`config.mk`:
```
export PLATFORM = sky130hd
export DESIGN_NAME = wb_scoreboard
export DESIGN_NICKNAME = d
export VERILOG_FILES = /design/src/rtl/wb_scoreboard.sv
export SDC_FILE = /design/constraint.sdc
export NUM_CORES = 1
export LEC_CHECK = 0
export BUFFER_PORTS_ARGS = -buffer_cell sky130_fd_sc_hd__buf_4
export CORE_MARGIN = 2
export CORE_UTILIZATION = 67
export CTS_BUF_LIST = sky130_fd_sc_hd__clkbuf_4
export CTS_CLUSTER_DIAMETER = 100
export DETAILED_ROUTE_END_ITERATION = 10
export HOLD_SLACK_MARGIN = 0.06
export PLACE_DENSITY = 0.95
export SLEW_MARGIN = 20
export SYNTH_ARGS = -nofsm -noshare
export SYNTH_HDL_FRONTEND = slang
export SYNTH_SLANG_ARGS = --single-unit
```
`constraint.sdc`:
```
create_clock -name clk -period 4.7 [get_ports clk]
set_input_delay 0.235 -clock clk [delete_from_list [all_inputs] [get_ports clk]]
set_output_delay 0.235 -clock clk [all_outputs]
set_load 0.01 [all_outputs]
```
`src/rtl/wb_scoreboard.sv`:
```
// Register/status-flag hazard scoreboard: counts issued-but-unretired writes
// per register and for the status flags, and raises the decode stall.
module wb_scoreboard #(
    parameter int unsigned NUM_REGS     = 16,
    parameter int unsigned CNT_W        = 2,
    parameter int unsigned MAX_INFLIGHT = 3,
    parameter int unsigned FLUSH_MASK   = 3,
    localparam int unsigned IDX_W       = $clog2(NUM_REGS)
) (
    input  logic                clk,
    input  logic                rst,
    input  logic                issue_valid,
    input  logic                issue_wb_en,
    input  logic [IDX_W-1:0]    issue_dest,
    input  logic                issue_s,
    input  logic                use_src1,
    input  logic [IDX_W-1:0]    src1,
    input  logic                two_src,
    input  logic [IDX_W-1:0]    src2,
    input  logic                use_sr,
    input  logic                wb_en,
    input  logic [IDX_W-1:0]    wb_dest,
    input  logic                sr_update,
    input  logic                flush,
    output logic                hazard,
    output logic [NUM_REGS-1:0] busy_vec,
    output logic                sr_pending,
    output logic                underflow_err
);

    localparam int unsigned MASK_W = 2;
    localparam logic [CNT_W-1:0] CNT_MAX  = CNT_W'(MAX_INFLIGHT);
    localparam logic [CNT_W-1:0] CNT_ONE  = CNT_W'(1);
    localparam logic [MASK_W-1:0] MASK_LD = MASK_W'(FLUSH_MASK);

    logic [CNT_W-1:0]    cnt_q [NUM_REGS];
    logic [CNT_W-1:0]    cnt_d [NUM_REGS];
    logic [CNT_W-1:0]    sr_cnt_q, sr_cnt_d;
    logic [MASK_W-1:0]   mask_q, mask_d;
    logic                err_q, err_d;
    logic [NUM_REGS-1:0] busy_q, busy_d;
    logic                sr_pend_q, sr_pend_d;
    logic [NUM_REGS-1:0] inc_vec, dec_vec;
    logic                fire;
    logic                sr_inc, sr_dec;

    // Stall uses registered counters only; same-cycle retirement releases next cycle.
    always_comb begin
        hazard = issue_valid & (
                   (use_src1    & (cnt_q[src1] != '0))
                 | (two_src     & (cnt_q[src2] != '0))
                 | (use_sr      & (sr_cnt_q != '0))
                 | (issue_wb_en & (cnt_q[issue_dest] == CNT_MAX))
                 | (issue_s     & (sr_cnt_q == CNT_MAX)));
        fire   = issue_valid & ~hazard & ~flush;
        sr_inc = fire & issue_s;
        sr_dec = sr_update;
        for (int unsigned i = 0; i < NUM_REGS; i++) begin
            inc_vec[i] = fire & issue_wb_en & (issue_dest == IDX_W'(i));
            dec_vec[i] = wb_en & (wb_dest == IDX_W'(i));
        end
    end

    always_comb begin
        logic uflow;
        cnt_d    = cnt_q;
        sr_cnt_d = sr_cnt_q;
        mask_d   = mask_q;
        err_d    = err_q;
        uflow    = 1'b0;
        if (flush) begin
            for (int unsigned i = 0; i < NUM_REGS; i++) cnt_d[i] = '0;
            sr_cnt_d = '0;
            mask_d   = MASK_LD;
        end else begin
            if (mask_q != '0) mask_d = mask_q - MASK_W'(1);
            for (int unsigned i = 0; i < NUM_REGS; i++) begin
                if (inc_vec[i] && !dec_vec[i]) begin
                    cnt_d[i] = cnt_q[i] + CNT_ONE;
                end else if (!inc_vec[i] && dec_vec[i]) begin
                    if (cnt_q[i] != '0) cnt_d[i] = cnt_q[i] - CNT_ONE;
                    else                uflow    = 1'b1;
                end
            end
            if (sr_inc && !sr_dec) begin
                sr_cnt_d = sr_cnt_q + CNT_ONE;
            end else if (!sr_inc && sr_dec) begin
                if (sr_cnt_q != '0) sr_cnt_d = sr_cnt_q - CNT_ONE;
                else                uflow    = 1'b1;
            end
            // Retirements of squashed work are expected right after a flush.
            if (uflow && (mask_q == '0)) err_d = 1'b1;
        end
        for (int unsigned i = 0; i < NUM_REGS; i++) busy_d[i] = (cnt_d[i] != '0);
        sr_pend_d = (sr_cnt_d != '0);
    end

    always_ff @(posedge clk or negedge rst) begin
        if (!rst) begin
            for (int unsigned i = 0; i < NUM_REGS; i++) cnt_q[i] <= '0;
            sr_cnt_q  <= '0;
            mask_q    <= '0;
            err_q     <= 1'b0;
            busy_q    <= '0;
            sr_pend_q <= 1'b0;
        end else begin
            for (int unsigned i = 0; i < NUM_REGS; i++) cnt_q[i] <= cnt_d[i];
            sr_cnt_q  <= sr_cnt_d;
            mask_q    <= mask_d;
            err_q     <= err_d;
            busy_q    <= busy_d;
            sr_pend_q <= sr_pend_d;
        end
    end

    assign busy_vec      = busy_q;
    assign sr_pending    = sr_pend_q;
    assign underflow_err = err_q;

endmodule

```
* Word-level counts from Yosys, hierarchy flattened *
Index checks and enable logic that the tools add are counted.

storage, ports and cells
  register bits after elaboration = 54
  output and inout port bits = 19
  word-level logic and storage cells = 376

operators by class
  add/sub/neg operators = 35
  order comparisons = 3
  equality and inequality tests = 32
  muxes and demuxes = 123
  bitwise operators = 51
  reductions and logical operators = 111

operators by type and width
  operator               count
  $mux W2                60
  $reduce_bool A2 Y1     38
  $eq A4 B4 Y1 const B   16
  $mux W1                59
  $and A1 B1 Y1          42
  $sub A2 B1 Y2 const B  18
  $logic_and A1 B1 Y1    35
  $add A2 B1 Y2 const B  17
  $logic_not A1 Y1       34
  $eq A4 B3 Y1 const B   8
  $mux W32               1
  $bmux W2 S4            3
  $eq A4 B2 Y1 const B   4
  $ge A5 B5 Y1 const B   3
  $not A4 Y5             3
  $eq A4 B1 Y1 const B   2
  $logic_not A4 Y1       2
  $eq A2 B2 Y1 const B   2
  $or A1 B1 Y1           4
  $logic_not A2 Y1       1
  $not A1 Y1             2
  $reduce_and A2 Y1      1

* Longest topological paths before layout *
Gate-level depths: netlist (run 1).

  word-level depth = 78
  mapped depth = 14
  mapped depth without buffers = 11

* Worst setup path before layout (run 1) *
No wires, ideal clock.

  path type = reg2reg
  from = register cnt_q[27] (netlist name)
  to = register busy_q[11] (netlist: busy_vec[11])
  library setup time = 0.136 ns
  arrival = 2.549 ns
  path slack = 2.015 ns
  cell stages (with the launch flop) = 11
  buffers on the path = 1
  path through = dfrtp_1 > nor3_2 > a21oi_1 > o311a_1 > a32o_1 > nor4_4 > buf_4 > nand3_1 > xnor2_1 > a221oi_1 > a21oi_1

between the ends
  word-level cells in the longest chain between the ends = 21
  elaborated cells on any way between the ends = 32
  classes of those cells = 1 x eq/ne; 12 x mux; 13 x bitwise; 6 x reduce/logical

ends and longest elaborated chain
  what                                            line    text
  from (decl)                                     36      logic [CNT_W-1:0] cnt_q [NUM_REGS];
  $bmux W2 S4, on equally long branches           50, 51
  $mux W2, on equally long branches (2 in a row)  50, 51
  $reduce_bool A2 Y1, on equally long branches    50, 51
  $and A1 B1 Y1, on equally long branches         50, 51
  $or A1 B1 Y1                                    51      | (two_src & (cnt_q[src2] != '0))
  $or A1 B1 Y1                                    52      | (use_sr & (sr_cnt_q != '0))
  $or A1 B1 Y1 *                                  53      | (issue_wb_en & (cnt_q[issue_dest] == CNT_MAX))
  $or A1 B1 Y1 *                                  54      | (issue_s & (sr_cnt_q == CNT_MAX)));
  (+4 left out)                                   n/a
  $and A1 B1 Y1 * (2 in a row)                    59      inc_vec[i] = fire & issue_wb_en & (issue_dest == IDX_W'(i));
  $logic_not A1 Y1                                80      end else if (!inc_vec[i] && dec_vec[i]) begin
  $logic_and A1 B1 Y1                             80
  $mux W2                                         80
  $mux W2 *                                       78      if (inc_vec[i] && !dec_vec[i]) begin
  $mux W32 *                                      71      if (flush) begin
  $reduce_bool A2 Y1 *                            94      for (int unsigned i = 0; i < NUM_REGS; i++) busy_d[i] = (cnt_d[i] != '0);
  via busy_d[11]                                  41      logic [NUM_REGS-1:0] busy_q, busy_d;
  to (signal assigned)                            111     busy_q <= busy_d;
  to (decl)                                       41

The timed path passes the listed nets; every way through them passes the cells marked *. The select of a mux whose other input is x is not followed.
A chain may end at the register's enable or synchronous reset.

* Worst setup path after layout (run 1) *
  from = register cnt_q[25] (netlist name)
  to = register busy_q[11] (netlist: busy_vec[11])

The elaborated chain is that of the path after synthesis.

==> impl_metrics.env, run 1 <==
export IMPL_switchingPower_w=0.000247
export IMPL_tightest_slew_ns=0.841
export IMPL_status="completed"
export IMPL_slew_headroom=0.434
export IMPL_drt_first_pass_iters=6
export IMPL_final_setup_tns_ns=0
export IMPL_finalCritPeriodShare=0.751
export IMPL_via_count=4107
export IMPL_cts_root_buf="clkbuf_4"
export IMPL_grt_use_total=0.319
export IMPL_grt_pass1_wl_mm=18.7
export IMPL_die_x_um=86.4
export IMPL_layout_common_cells="dfrtp_1, ha_1, buf_4, inv_1, nand2_1"
export IMPL_ys_ff_latch=54
export IMPL_worst_path_max_fanout=17
export IMPL_vdd_drop_max_uv=96.1
export IMPL_rsz0062_at_grt="false"
export IMPL_crit_required_ns=4.97
export IMPL_fp_row_count=30
export IMPL_worstHoldPathCells=2
export IMPL_ctsResizeCount=0
export IMPL_synth_edff_count=0
export IMPL_first_iter_violations=342
export IMPL_die_h_um=86.4
export IMPL_combPwrFrac=0.180
export IMPL_cts_buffers=5
export IMPL_synthFlopType="dfrtp_1"
export IMPL_avgSynthCellArea_um2=8.77
export IMPL_dp_hpwl_mm=8.93
export IMPL_clock_latency_ns=0.38
export IMPL_seqPwrFrac=0.571
export IMPL_fmaxAchievable_mhz=283
export IMPL_cts_sinks=54
export IMPL_hold_viol=0
export IMPL_async_flop_share=1.00
export IMPL_drive_gt1_frac=0.148
export IMPL_post_route_min_period_ns=3.53
export IMPL_wl_per_cell_um=18.2
export IMPL_finalWirelength_mm=11.4
export IMPL_timing_rr_start="cnt_q[25]"
export IMPL_maxCapViolations=0
export IMPL_holdCritPathClass="input pin to flop"
export IMPL_rr_worst_depth=10
export IMPL_cp_end_kind="flop"
export IMPL_p_int_w=0.000601
export IMPL_final_common_cell="dfrtp_1"
export IMPL_cts_tree="done"
export IMPL_clkPwrFrac=0.249
export IMPL_clk_pin_slew_ns=0.15
export IMPL_cp_endpoint="busy_vec[11]"
export IMPL_ff2ff_setup_slack_ns=1.17
export IMPL_finalMaxSlewViolations=0
export IMPL_powerDensity_mw_per_mm2=171
export IMPL_cts_buffer_depth=2
export IMPL_grt_pass1_vias=3939
export IMPL_cts_setup_buffers=0
export IMPL_layout_nets=628
export IMPL_switching_share=0.291
export IMPL_worstSetupPathType="flop to flop"
export IMPL_syn_to_final_growth_pct=8.66
export IMPL_final_antenna_net_count=0
export IMPL_yosys_warnings=0
export IMPL_syn_area_mm2=0.00455
export IMPL_cp_start_kind="flop"
export IMPL_yosys_cell_types_count=57
export IMPL_clock_skew_ns=0.0229
export IMPL_yosysSeqAreaShare=0.297
export IMPL_setup_violations=0
export IMPL_r2r_end="busy_vec[11]"
export IMPL_gp_congestion=0.959
export IMPL_cts_hold_buf=1
export IMPL_num_io_pins=46
export IMPL_antenna_found_initial=0
export IMPL_htree_levels=2
export IMPL_leakagePower_nw=2.12
export IMPL_dieArea_mm2=0.00747
export IMPL_worstPathArrival_ns=3.80
export IMPL_start_util=0.681
export IMPL_antenna_cells=0
export IMPL_port_buffers=45
export IMPL_drc=0
export IMPL_synthCells=519
export IMPL_grt_max_degree=55
export IMPL_grt_ovfl_total=0
export IMPL_synth_nets=598
export IMPL_via_per_inst=6.53
export IMPL_total_power_w=0.000847
export IMPL_startpoint="cnt_q[25]"
export IMPL_core_area_mm2=0.00668
## routing by layer
layer  GRT usage  vias up  share of wire
li1            -     1906              -
met1       0.415     1954           0.38
met2       0.534      212           0.49
met3      0.0619       35           0.10
met4       0.111        0          0.026
met5           0        -              0
## power groups by stage
stage	combinational [W]	clock [W]	sequential [W]
finish	0.000153	0.000211	0.000484
global route	0.000167	0.000230	0.000484
CTS	0.000151	0.000213	0.000483
detailed placement	0.000150	0	0.000491
global placement	0.000145	0	0.000491
floorplan	0.0000911	0	0.000490
## cell type report
type	instances	area, um^2
Clock buffer	7	52.6
Fill cell	498	1730
Inverter	47	176
Multi-Input combinational cell	391	2890
Sequential cell	54	1350
Tap cell	80	100
Timing Repair Buffer	50	378
## stage by stage
| stage | setup WS, ns | utilization | area [um^2] | hold slack, ns | instances |
|---|---|---|---|---|---|
| 6_report | 1.17 | 0.740 | 4950 | 0.269 | 629 |
| 5_1_grt | 0.902 | 0.740 | 4950 | 0.282 | 629 |
| 4_1_cts | 1.22 | 0.740 | 4950 | 0.275 | 629 |
| 3_5_place_dp | 1.23 | 0.731 | 4880 | 0.318 | 621 |
| 3_3_place_gp | 1.33 | 0.731 | 4880 | 0.307 | 621 |
| 2_1_floorplan | 2.02 | - | 4550 | -0.0606 | 519 |
## registers in the layout, summed over array words and instances, names as in the netlist
| signal | flops |
|---|---|
| underflow_err | 1 |
| sr_pending | 1 |
| sr_cnt_q | 2 |
| busy_vec | 16 |
| cnt_q | 32 |
| mask_q | 2 |
## worst min-delay path by stage
stage | from | to | slack [ns]
after floorplan | rst | busy_vec[0] | -0.06
after CTS | flush | sr_cnt_q[0] | 0.28
after global placement | rst | busy_vec[8] | 0.31
after global routing | flush | sr_cnt_q[0] | 0.28
final | flush | sr_cnt_q[0] | 0.27
after detailed placement | rst | busy_vec[8] | 0.32
## Yosys cell counts, drive strengths merged (15+ instances only)
| cell | number | area share |
|---|---|---|
| a21oi | 15 | 0.016 |
| a31oi | 34 | 0.048 |
| clkbuf | 15 | 0.013 |
| dfrtp | 54 | 0.30 |
| ha | 52 | 0.14 |
| inv | 47 | 0.039 |
| nand2 | 45 | 0.037 |
| nand3 | 28 | 0.031 |
| nand3b | 20 | 0.033 |
| nand4 | 18 | 0.026 |
| nor2 | 41 | 0.034 |
| or2 | 18 | 0.025 |
## worst max-delay path, stage by stage (launching register included)
cell and delay (ns):
dfrtp_1 0.48, nor2_1 0.20, a21oi_1 0.10, o311a_1 0.29
a32o_1 0.31, nor4_4 0.78, buf_4 0.35, nand3_1 0.20
and3_1 0.28, a211oi_1 0.32, a21oi_1 0.11
## logic make-up (layout without fill, tap and decap cells)
| logic type | after synthesis | in the layout | share of synthesized area |
|---|---|---|---|
| muxes | 16 | 16 | 0.0654 |
| xor gates and xnor gates | 9 | 9 | 0.0173 |
| adders and majority gates | 52 | 52 | 0.143 |
| DFF | 54 | 54 | 0.297 |
| and+or+nand+nor | 231 | 231 | 0.277 |
| buffers and inverters | 74 | 104 | 0.0687 |
| AOI/OAI and AO/OA | 83 | 83 | 0.132 |
No activity file was read; power rests on OpenSTA's default activity.
==> run 2, diff against run 1 <==
--- a/config.mk
+++ b/config.mk
@@ -5,14 +5,15 @@
 export SDC_FILE = /design/constraint.sdc
 export NUM_CORES = 1
 export LEC_CHECK = 0
+export ABC_AREA = 1
 export BUFFER_PORTS_ARGS = -buffer_cell sky130_fd_sc_hd__buf_4
 export CORE_MARGIN = 2
-export CORE_UTILIZATION = 67
+export CORE_UTILIZATION = 56
 export CTS_BUF_LIST = sky130_fd_sc_hd__clkbuf_4
 export CTS_CLUSTER_DIAMETER = 100
 export DETAILED_ROUTE_END_ITERATION = 10
 export HOLD_SLACK_MARGIN = 0.06
-export PLACE_DENSITY = 0.95
+export PLACE_DENSITY = 0.86
 export SLEW_MARGIN = 20
 export SYNTH_ARGS = -nofsm -noshare
 export SYNTH_HDL_FRONTEND = slang
==> constraint.sdc (replaced) <==
create_clock -name clk -period 3.19 [get_ports clk]
set_input_delay 0.1595 -clock clk [delete_from_list [all_inputs] [get_ports clk]]
set_output_delay 0.1595 -clock clk [all_outputs]
set_load 0.01 [all_outputs]
==> run 2 against run 1 <==
  * Register-to-register slack lost 0.72 ns
  * Power grew 61%
  * Critical path depth grew 3
  * Critical path type unchanged
  * Final area grew 6.1%
==> impl_metrics.env, run 2 <==
export IMPL_cp_slowest_cell="dfrtp_1"
export IMPL_first_iter_violations=307
export IMPL_fmaxAchievable_mhz=365
export IMPL_finalCritPeriodShare=0.858
export IMPL_vdd_drop_max_uv=163
export IMPL_r2r_end="busy_vec[15]"
export IMPL_drt_first_pass_iters=7
export IMPL_dp_hpwl_mm=10.3
export IMPL_p_int_w=0.000898
export IMPL_gp_congestion=1.01
export IMPL_largest_register_ffs=32
export IMPL_cp_start_kind="flop"
export IMPL_timing_rr_start="cnt_q[22]"
export IMPL_synth_top_cell_area_share=0.282
export IMPL_netlist_top_cells_area="dfrtp_1, nand2_1, ha_1"
export IMPL_combPwrFrac=0.231
export IMPL_placedCellCount=840
export IMPL_antenna_cells=0
export IMPL_htree_levels=2
export IMPL_layout_common_cells="nand2_1, nor2_1, inv_1, nand3_1, dfrtp_1"
export IMPL_seqPwrFrac=0.530
export IMPL_grt_max_degree=55
export IMPL_grt_pass1_wl_mm=21.4
export IMPL_largest_register="cnt_q"
export IMPL_leakagePower_nw=2.95
export IMPL_setup_violations=0
export IMPL_ctsResizeCount=0
export IMPL_yosys_cell_types_count=34
export IMPL_synth_nets=783
export IMPL_placed_area_mm2=0.00517
export IMPL_yosys_warnings=0
export IMPL_grt_ovfl_total=0
export IMPL_cts_buffer_depth=2
export IMPL_synthCells=704
export IMPL_clkPwrFrac=0.239
export IMPL_antenna_found_initial=0
export IMPL_yosysSeqAreaShare=0.282
export IMPL_ys_top_cells_by_count="nand2_1, nor2_1, inv_1, nand3_1, dfrtp_1"
export IMPL_clk_pin_slew_ns=0.16
export IMPL_final_common_cell="nand2_1"
export IMPL_stdcell_area_mm2=0.00525
export IMPL_post_route_min_period_ns=2.74
export IMPL_cp_end_kind="flop"
export IMPL_final_util=0.636
export IMPL_maxCapViolations=0
export IMPL_worstHoldPathCells=5
export IMPL_synthFlopType="dfrtp_1"
export IMPL_via_per_inst=5.63
export IMPL_worst_path_max_fanout=19
export IMPL_grt_pass1_vias=4654
export IMPL_whs_endpoint="sr_cnt_q[0]"
export IMPL_async_flop_share=1.00
export IMPL_cts_root_buf="clkbuf_4"
export IMPL_syn_area_mm2=0.00479
export IMPL_crit_required_ns=3.47
export IMPL_syn_to_final_growth_pct=9.47
export IMPL_rsz0062_at_grt="false"
export IMPL_fp_row_count=33
export IMPL_via_count=4783
export IMPL_powerDensity_mw_per_mm2=259
export IMPL_yosysMostFrequentCell="nand2_1"
export IMPL_grt_use_total=0.299
export IMPL_cts_hold_buf=2
export IMPL_max_stage_delay_ns=0.44
export IMPL_avgSynthCellArea_um2=6.81
export IMPL_clock_latency_ns=0.40
export IMPL_worstPathArrival_ns=3.02
export IMPL_cts_sinks=54
export IMPL_die_h_um=96.5
export IMPL_setup_ws_ns=0.453
export IMPL_pre_cts_ws_ns=0.483
export IMPL_cp_cell_sequence="inv_1 -> nand2_1 -> o21ai_0 -> nand2_1 -> nand3_1 -> nand3_1 -> nand3_1 -> nand3_2 -> nor2_8 -> and3_1 -> nand3_1 -> o211ai_1 -> nand2_1"
export IMPL_final_setup_tns_ns=0
export IMPL_finalMaxSlewViolations=0
export IMPL_dieArea_mm2=0.00932
export IMPL_wl_per_cell_um=15.7
export IMPL_ys_ff_latch=54
export IMPL_yosysTopAreaCell="dfrtp_1"
export IMPL_cts_setup_buffers=0
export IMPL_port_buffers=45
export IMPL_start_util=0.581
export IMPL_seq_area_mm2=0.00135
export IMPL_die_x_um=96.5
export IMPL_fillers=756
export IMPL_drive_gt1_frac=0.122
export IMPL_ff2ff_setup_slack_ns=0.45
export IMPL_switchingPower_w=0.000463
export IMPL_cts_buffers=5
export IMPL_cp_num_buf_inv=1
export IMPL_holdCritPathClass="input pin to flop"
export IMPL_worstSetupPathType="flop to flop"
export IMPL_drc=0
export IMPL_hold_viol=0
export IMPL_cpMostUsedCell="nand3_1"
export IMPL_final_antenna_net_count=0
export IMPL_synth_edff_count=0
export IMPL_final_cells=850
export IMPL_cts_tree="done"
export IMPL_core_area_mm2=0.00826
export IMPL_clock_skew_ns=0.0189
export IMPL_multi_input_area_mm2=0.00292
export IMPL_switching_share=0.340
export IMPL_hp_start="sr_update"
export IMPL_status="completed"
export IMPL_slew_headroom=0.311
export IMPL_num_io_pins=46
export IMPL_finalWirelength_mm=13.4
export IMPL_layout_nets=823
export IMPL_critPathTopFamily="simple AND/OR/NAND/NOR gates"
export IMPL_tightest_slew_ns=1.03
export IMPL_rr_worst_depth=13
## run 2: changes by cell type in the layout (fill, tap and decap cells not counted), moves of 9 or more
cell and delta:
nand2_1 +132, inv_1 +48, o211ai_1 +23, nand3b_1 -16, nor2_1 +62, o22ai_1 +10, mux4_2 -11, nand3_1 +36
nand2b_1 -9, inv_2 +12, a31oi_1 -33, o21ai_1 +14
## run 2: cell type report
class                      count  share of cell area
timing repair buffer          48              0.0696
tap                          105              0.0250
clock buffer                   5             0.00715
sequential                    54               0.257
multi-input combinational    522               0.556
inverter                     113              0.0808
clock inverter                 3             0.00381
## run 2: power by group through the flow
stage	logic, W	registers (W)	clock network, W
global placement	0.000299	0.000733	0
global route	0.000350	0.000724	0.000361
CTS	0.000312	0.000721	0.000335
floorplan	0.000194	0.000734	0
detailed placement	0.000308	0.000734	0
finish	0.000315	0.000721	0.000325
## run 2: stage by stage
stage          total power (W)  hold slack (ns)
2_1_floorplan         0.000928           -0.136
3_3_place_gp           0.00103            0.239
3_5_place_dp           0.00104            0.253
4_1_cts                0.00137            0.212
5_1_grt                0.00143            0.235
6_report               0.00136            0.215
## run 2: layer usage
layer,vias to the layer above,GRT usage,share of wire
li1,2342,-,-
met1,2214,0.351,0.41
met2,180,0.520,0.48
met3,47,0.0520,0.064
met4,0,0.157,0.048
met5,-,0,0
## run 2: cells by family (layout without fill, tap and decap cells)
| group | after synthesis | after routing | share of synthesized area |
|---|---|---|---|
| buf+inv | 128 | 169 | 0.109 |
| simple gates | 394 | 394 | 0.368 |
| compound gates | 76 | 76 | 0.105 |
| fa+ha+maj | 52 | 52 | 0.136 |
| flops | 54 | 54 | 0.282 |
## run 2: tightest hold or removal path: stages
cell and delay [ns]:
buf_4 0.09, nand2_1 0.10, nand2_1 0.08, nor2_1 0.05, nor2_1 0.09
## run 2: how the worst max path moves through the flow
stage	startpoint	endpoint	slack [ns]	cells after the start
2_1_floorplan	cnt_q[22]	underflow_err	1.15	17
3_3_place_gp	cnt_q[22]	busy_vec[4]	0.53	13
3_5_place_dp	issue_dest[0]	busy_vec[4]	0.48	17
4_1_cts	cnt_q[22]	busy_vec[15]	0.47	13
5_1_grt	cnt_q[30]	busy_vec[3]	0.23	16
6_report	cnt_q[22]	busy_vec[15]	0.45	13
==> run 3, diff against run 2 <==
--- a/config.mk
+++ b/config.mk
@@ -14,6 +14,8 @@
 export DETAILED_ROUTE_END_ITERATION = 10
 export HOLD_SLACK_MARGIN = 0.06
 export PLACE_DENSITY = 0.86
+export RECOVER_POWER = 25
+export SKIP_CTS_REPAIR_TIMING = 1
 export SLEW_MARGIN = 20
 export SYNTH_ARGS = -nofsm -noshare
 export SYNTH_HDL_FRONTEND = slang
==> run 3 against run 2 <==
  * Via count up 0.25%
  * Critical endpoint unchanged
  * Hold slack better by 0.0013 ns
  * Die area unchanged
  * Core utilization about the same
  * Critical path type unchanged
  * Largest power group unchanged
  * Count of clock-buffer cells in the layout unchanged
==> impl_metrics.env, run 3 (same netlist as run 2, synthesis figures left out) <==
export IMPL_num_io_pins=46
export IMPL_worstPathArrival_ns=3.03
export IMPL_grt_pass1_wl_mm=21.3
export IMPL_layout_nets=823
export IMPL_grt_pass1_vias=4663
export IMPL_r2r_end="busy_vec[15]"
export IMPL_finalMaxSlewViolations=0
export IMPL_final_util=0.635
export IMPL_clock_latency_ns=0.39
export IMPL_die_h_um=96.5
export IMPL_rr_worst_depth=11
export IMPL_clock_skew_ns=0.0214
export IMPL_fmaxAchievable_mhz=363
export IMPL_wl_per_cell_um=15.7
export IMPL_htree_levels=2
export IMPL_drt_first_pass_iters=5
export IMPL_holdCritPathClass="input pin to flop"
export IMPL_whs_endpoint="sr_cnt_q[0]"
export IMPL_port_buffers=45
export IMPL_via_count=4795
export IMPL_maxCapViolations=0
export IMPL_worstHoldPathCells=5
export IMPL_status="completed"
export IMPL_rsz0062_at_grt="false"
export IMPL_cts_root_buf="clkbuf_4"
export IMPL_final_common_cell="nand2_1"
export IMPL_cts_buffer_depth=2
export IMPL_leakagePower_nw=2.95
export IMPL_setup_violations=0
export IMPL_syn_to_final_growth_pct=9.42
export IMPL_largest_register="cnt_q"
export IMPL_largest_register_ffs=32
export IMPL_drc=0
export IMPL_post_route_min_period_ns=2.76
export IMPL_tightest_slew_ns=1.34
export IMPL_start_util=0.581
export IMPL_hp_start="sr_update"
export IMPL_cts_tree="done"
export IMPL_dp_hpwl_mm=10.3
export IMPL_layout_common_cells="nand2_1, nor2_1, inv_1, nand3_1, dfrtp_1"
export IMPL_via_per_inst=5.64
export IMPL_hold_viol=0
export IMPL_grt_use_total=0.299
export IMPL_finalWirelength_mm=13.4
export IMPL_fp_row_count=33
export IMPL_core_area_mm2=0.00826
export IMPL_clk_pin_slew_ns=0.17
export IMPL_crit_required_ns=3.47
export IMPL_first_iter_violations=315
export IMPL_drive_gt1_frac=0.122
export IMPL_cp_start_kind="flop"
export IMPL_cts_buffers=5
export IMPL_cp_end_kind="flop"
export IMPL_cts_sinks=54
export IMPL_ff2ff_setup_slack_ns=0.43
export IMPL_powerDensity_mw_per_mm2=260
export IMPL_finalCritPeriodShare=0.864
export IMPL_final_setup_tns_ns=0
export IMPL_gp_congestion=1.01
export IMPL_final_antenna_net_count=0
export IMPL_die_x_um=96.5
export IMPL_worst_path_max_fanout=19
export IMPL_slew_headroom=0.108
export IMPL_worstSetupPathType="flop to flop"
export IMPL_grt_max_degree=55
export IMPL_startpoint="cnt_q[30]"
export IMPL_total_power_w=0.00136
export IMPL_dieArea_mm2=0.00932
export IMPL_timing_rr_start="cnt_q[30]"
export IMPL_grt_ovfl_total=0
export IMPL_antenna_found_initial=0
export IMPL_vdd_drop_max_uv=164
export IMPL_antenna_cells=0
## run 3: metal layers
metal | vias up | GRT usage | wire (um) | share of wire
met5 | - | 0 | 0 | 0
met4 | 0 | 0.161 | 724 | 0.054
met3 | 59 | 0.0543 | 824 | 0.062
met2 | 182 | 0.519 | 6340 | 0.47
met1 | 2213 | 0.349 | 5490 | 0.41
li1 | 2341 | - | - | -
## run 3: critical path, cell delays in order (launching register included)
cell      delay (ns)
dfrtp_1         0.46
inv_1           0.19
nand2_1         0.07
o21ai_0         0.28
a211oi_2        0.14
nor2_1          0.13
nor2_2          0.08
nor2_8          0.30
and3_1          0.44
nand3_1         0.20
o211ai_1        0.28
nand2_1         0.08
## run 3: stage by stage
stage	std cells	setup WS, ns	hold WS, ns	instance area, um^2
floorplan	704	1.15	-0.136	4790
global placement	840	0.528	0.239	5170
detailed placement	840	0.483	0.253	5170
CTS	848	0.473	-0.187	5230
global route	850	0.233	0.235	5250
finish	850	0.432	0.216	5250
## run 3: final cells by class
cell class,count,area [um^2]
Clock buffer,5,37.5
Clock inverter,3,20.0
Fill cell,755,3010
Inverter,113,424
Multi-Input combinational cell,522,2920
Sequential cell,54,1350
Tap cell,105,131
Timing Repair Buffer,48,363
## run 3: how the worst max path moves through the flow
stage | end | slack, ns | depth (start not counted)
2_1_floorplan | underflow_err | 1.15 | 17
3_3_place_gp | busy_vec[4] | 0.53 | 13
3_5_place_dp | busy_vec[4] | 0.48 | 17
4_1_cts | busy_vec[15] | 0.47 | 13
5_1_grt | busy_vec[3] | 0.23 | 16
6_report | busy_vec[15] | 0.43 | 11
## run 3: report_power, final
group          switching (W)  total (W)  internal, W
registers          0.0000153   0.000721     0.000706
logic               0.000209   0.000315     0.000106
clock network       0.000239   0.000326    0.0000867
total               0.000464    0.00136     0.000898
